==> config.mk <==
export PLATFORM = sky130hd
export DESIGN_NAME = lane_fill_scheduler
export DESIGN_NICKNAME = d
export VERILOG_FILES = /design/src/rtl/lane_fill_scheduler.sv
export SDC_FILE = /design/constraint.sdc
export NUM_CORES = 1
export LEC_CHECK = 0
export ABC_AREA = 1
export BUFFER_PORTS_ARGS = -buffer_cell sky130_fd_sc_hd__buf_4
export CAP_MARGIN = 40
export CORE_UTILIZATION = 40
export DETAILED_ROUTE_END_ITERATION = 16
export PLACE_DENSITY = 0.68
export SYNTH_ARGS = -nofsm -noshare
export SYNTH_HDL_FRONTEND = slang
export SYNTH_SLANG_ARGS = --single-unit
export TNS_END_PERCENT = 100
==> constraint.sdc <==
create_clock -name i_clock -period 2.25 [get_ports i_clock]
set_clock_uncertainty 0.2 [all_clocks]
set_input_delay 0.225 -clock i_clock [delete_from_list [all_inputs] [get_ports i_clock]]
set_output_delay 0.225 -clock i_clock [all_outputs]
set_load 0.01 [all_outputs]
==> src/rtl/lane_fill_scheduler.sv <==
`default_nettype none
// ============================================================================
// lane_fill_scheduler : one-hot lane strobe sequencer for a 1-to-N 66b
//                       converter, with periodic alignment-marker word slots.
// Optional build macro: LANE_FILL_DROP_COUNT_EN (saturating refused-block count)
// Revision: 1.0
// ============================================================================
module lane_fill_scheduler #(
    parameter int N_LANES   = 20,
    parameter int NB_IDX    = 5,
    parameter int AM_PERIOD = 16383,
    parameter int NB_WCOUNT = 14,
    parameter int NB_DROP   = 16
) (
    input  logic                 i_clock,
    input  logic                 i_reset,
    input  logic                 i_enable,
    input  logic                 i_valid,
    output logic                 o_ready,
    output logic [N_LANES-1:0]   o_lane_sel,
    output logic [NB_IDX-1:0]    o_lane_idx,
    output logic [N_LANES-1:0]   o_lane_we,
    output logic [N_LANES-1:0]   o_am_we,
    output logic                 o_word_valid,
    output logic                 o_word_is_am,
    output logic [NB_WCOUNT-1:0] o_word_count
`ifdef LANE_FILL_DROP_COUNT_EN
    ,
    output logic [NB_DROP-1:0]   o_drop_count
`endif
);

    typedef enum logic [0:0] {
        FILL    = 1'b0,
        AM_SLOT = 1'b1
    } state_t;

    localparam logic [N_LANES-1:0]   LANE0_SEL = {1'b1, {(N_LANES-1){1'b0}}};
    localparam logic [NB_IDX-1:0]    LAST_IDX  = NB_IDX'(N_LANES - 1);
    localparam bit                   AM_EN     = (AM_PERIOD != 0);
    localparam logic [NB_WCOUNT-1:0] AM_LAST   = AM_EN ? NB_WCOUNT'(AM_PERIOD - 1) : '0;

    generate
        if (((2 ** NB_IDX) < N_LANES) || (AM_PERIOD < 0) ||
            (AM_PERIOD > (2 ** NB_WCOUNT)) || (NB_DROP < 1)) begin : g_bad_params
            $error("lane_fill_scheduler: inconsistent parameter set");
        end
    endgenerate

    state_t state;
    logic   accept;
    logic   am_step;
    logic   at_last_lane;

    assign o_ready      = i_enable && (state == FILL);
    assign accept       = i_valid && o_ready;
    assign am_step      = i_enable && (state == AM_SLOT);
    assign at_last_lane = (o_lane_idx == LAST_IDX);
    assign o_lane_we    = accept  ? o_lane_sel : '0;
    assign o_am_we      = am_step ? o_lane_sel : '0;

    always_ff @(posedge i_clock) begin
        if (i_reset) begin
            state        <= FILL;
            o_lane_sel   <= LANE0_SEL;
            o_lane_idx   <= '0;
            o_word_valid <= 1'b0;
            o_word_is_am <= 1'b0;
            o_word_count <= '0;
        end else begin
            // The word pulse is self-clearing, even while disabled.
            o_word_valid <= 1'b0;
            o_word_is_am <= 1'b0;
            if (accept || am_step) begin
                if (at_last_lane) begin
                    o_lane_sel   <= LANE0_SEL;
                    o_lane_idx   <= '0;
                    o_word_valid <= 1'b1;
                    if (state == AM_SLOT) begin
                        o_word_is_am <= 1'b1;
                        state        <= FILL;
                    end else if (AM_EN && (o_word_count == AM_LAST)) begin
                        o_word_count <= '0;
                        state        <= AM_SLOT;
                    end else begin
                        o_word_count <= o_word_count + NB_WCOUNT'(1);
                    end
                end else begin
                    o_lane_sel <= o_lane_sel >> 1;
                    o_lane_idx <= o_lane_idx + NB_IDX'(1);
                end
            end
        end
    end

`ifdef LANE_FILL_DROP_COUNT_EN
    // Any offered block that is refused counts, including while disabled.
    always_ff @(posedge i_clock) begin
        if (i_reset) begin
            o_drop_count <= '0;
        end else if (i_valid && !o_ready && (o_drop_count != '1)) begin
            o_drop_count <= o_drop_count + NB_DROP'(1);
        end
    end
`else
    // Without drop tracking a refused block leaves no trace at all.
`endif

endmodule
`default_nettype wire
==> flow_summary.json <==
{
  "rows": 26,
  "p_per_area_nw_per_um2": 501.3,
  "period_needed_ns": 1.860,
  "fillCellCount": 501,
  "syn_avg_cell_area_um2": 7.391,
  "p_int_mw": 1.087,
  "h-tree-depth": 2,
  "yosysSeqAreaShare": 0.3923,
  "sw_frac_of_total": 0.2595,
  "core-area_um2": 5140,
  "p_clk_frac": 0.332,
  "synth-seq-cells": 42,
  "cts_buffers": 5,
  "tns_ns": 0,
  "die_x_um": 75.20,
  "layout_common_cells": "97 x nor2_1, 89 x buf_4, 42 x dfxtp_1",
  "start_util": 0.4170,
  "fp.dieH_um": 75.20,
  "nets": 384,
  "power.switching_mw": 0.3811,
  "power_mw": 1.468,
  "vias_per_cell": 4.593,
  "crit_type": "reg -> out",
  "drive_above_1_share": 0.3307,
  "vias": 2044,
  "relSlewSlack": 0.7258,
  "routed_wl_mm": 5.094,
  "power.static_leakage_nw": 1.331,
  "post_cts_buffers": 0,
  "irDropWorstVdd_mv": 0.2652,
  "grt_max_degree": 23,
  "grt_usage": 0.1799,
  "period_share": 0.8267,
  "synthCells": 290,
  "synthesis.area_um2": 2143,
  "stdcell_count": 445,
  "first_iter_violations": 119,
  "final_common_cell": "nor2_1",
  "synth_nets": 298,
  "grt-ovfl-total": 0,
  "route.detailed.drc": 0,
  "wl_per_cell_um": 11.45,
  "hold_class": "in -> reg",
  "multi_input_area_um2": 1090,
  "crit_path_start_kind": "register",
  "tightest_slew_ns": 0.4098,
  "ctsLongestPathBuffers": 2,
  "max_freq_mhz": 537.6,
  "finalHoldViolCount": 0,
  "worst_ep_arrival_time_ns": 1.44,
  "power_frac_comb": 0.132,
  "outcome": "finished clean",
  "critPathCaptureType": "output pin",
  "crit_required_ns": 1.82,
  "path_max_fanout": 20,
  "diodes": 0,
  "hpwlAfterDp_mm": 3.747,
  "antenna_found_initial": 0,
  "p_seq_frac": 0.536,
  "hold_slack_ns": 0.1161,
  "drv_cap": 0,
  "yosysUniqueCellTypes": 30,
  "clkSlewWorstSetupHoldPaths_ns": 0.08,
  "drt-pass1-iter-count": 4,
  "setup_violations": 0,
  "clock_latency_ns": 0.29,
  "place_inst": 438,
  "clock_sinks": 42,
  "grt_pass1_vias": 1633,
  "syn_to_final_growth_pct": 36.66,
  "slew_viol_final": 0,
  "cts-root-buf": "clkbuf_8",
  "gp_congestion": 0.8207,
  "numPortBuffers": 85,
  "die_area_um2": 5655,
  "rsz0062_at_grt": "no",
  "cts_tree": "yes",
  "ios": 86,
  "yosysWarnings": 0,
  "grt_pass1_wl_mm": 7.603,
  "seq_area_um2": 840.8,
  "drtAntennaViolNets": 0
}
[cell type report]
cell class	count	share of cell area
repair buffers	90	0.2315
well taps	70	0.02990
multi-input cells	197	0.3721
flip-flops and latches	42	0.2871
clock buffers	6	0.02819
inverters	40	0.05126
[metrics by stage]
stage | utilization | cell area, um2 | setup WS, ns
2_1_floorplan | - | 2143 | 0.5881
3_5_place_dp | 0.5514 | 2834 | 0.4555
5_1_grt | 0.5699 | 2929 | 0.2464
3_3_place_gp | 0.5514 | 2834 | 0.5042
6_report | 0.5699 | 2929 | 0.3898
4_1_cts | 0.5694 | 2927 | 0.1706
[what timing repair did]
item                                   4_1_cts  5_1_grt
endpoints found under the hold margin        4        0
setup endpoints to repair                    0        1
hold buffers                                 1        0
gates resized for setup                      0        1
[cells in the mapped netlist]
cell type,instances,share of area
xnor2_1,3,0.012
nor2_1,97,0.17
nand4_1,5,0.015
dfxtp_1,42,0.39
a211oi_2,18,0.11
nor2_8,1,0.0093
buf_8,1,0.0070
nand3_1,3,0.0070
clkbuf_1,4,0.0070
nand3_2,3,0.014
buf_4,2,0.0070
a211oi_1,1,0.0035
buf_2,4,0.0093
inv_1,38,0.067
inv_2,2,0.0035
or2_0,1,0.0029
o21bai_1,1,0.0035
o21ai_0,3,0.0070
a31oi_1,1,0.0029
nor3_1,2,0.0047
ha_1,4,0.023
a21oi_2,1,0.0041
nand2_1,39,0.068
a21oi_1,4,0.0093
nand3_4,1,0.0082
and2_1,1,0.0029
nand2_2,1,0.0029
xor2_1,5,0.020
o21ai_4,1,0.0076
nand3b_1,1,0.0035
[critical path: stages, from the launching register on]
cell and delay [ns]:
dfxtp_1 0.48, nand2_2 0.31, nor2_1 0.21, buf_4 0.14
[registers in the layout, indices dropped and copies added, names as in the netlist]
signal and count:
o_word_count 14, o_lane_sel 20, o_lane_idx 5, o_word_valid 1, o_word_is_am 1, state 1
[final timing paths]
kind | startpoint | slack, ns | cells after the start | endpoint
max | state | 0.39 | 3 | o_am_we[5]
min | i_valid | 0.12 | 4 | o_lane_idx[1]
max reg2reg | o_lane_idx[0] | 0.43 | 11 | o_lane_idx[4]
min reg2reg | o_lane_sel[0] | 0.32 | 2 | o_lane_sel[0]
[routing by layer]
layer | global-route usage | vias to the layer above | wire [um]
li1 | - | 1075 | -
met1 | 0.2408 | 899 | 2490
met2 | 0.2833 | 63 | 2251
met3 | 0.03882 | 7 | 280
met4 | 0.07202 | 0 | 72
met5 | 0 | - | 0
[cell families after synthesis]
kind of cell | after synthesis | share of synthesized area
simple gates | 155 | 0.3082
buf+inv | 51 | 0.1004
flops | 42 | 0.3923
compound gates | 30 | 0.1430
xor+xnor | 8 | 0.03269
fa+ha+maj | 4 | 0.02335
[power by group through the flow]
stage	Clock [mW]	Sequential, mW	Combinational, mW
3_3_place_gp	0	0.805	0.192
6_report	0.487	0.788	0.194
2_1_floorplan	0	0.815	0.101
4_1_cts	0.502	0.787	0.196
3_5_place_dp	0	0.805	0.194
5_1_grt	0.538	0.792	0.212
No activity file was read; power rests on OpenSTA's default activity.
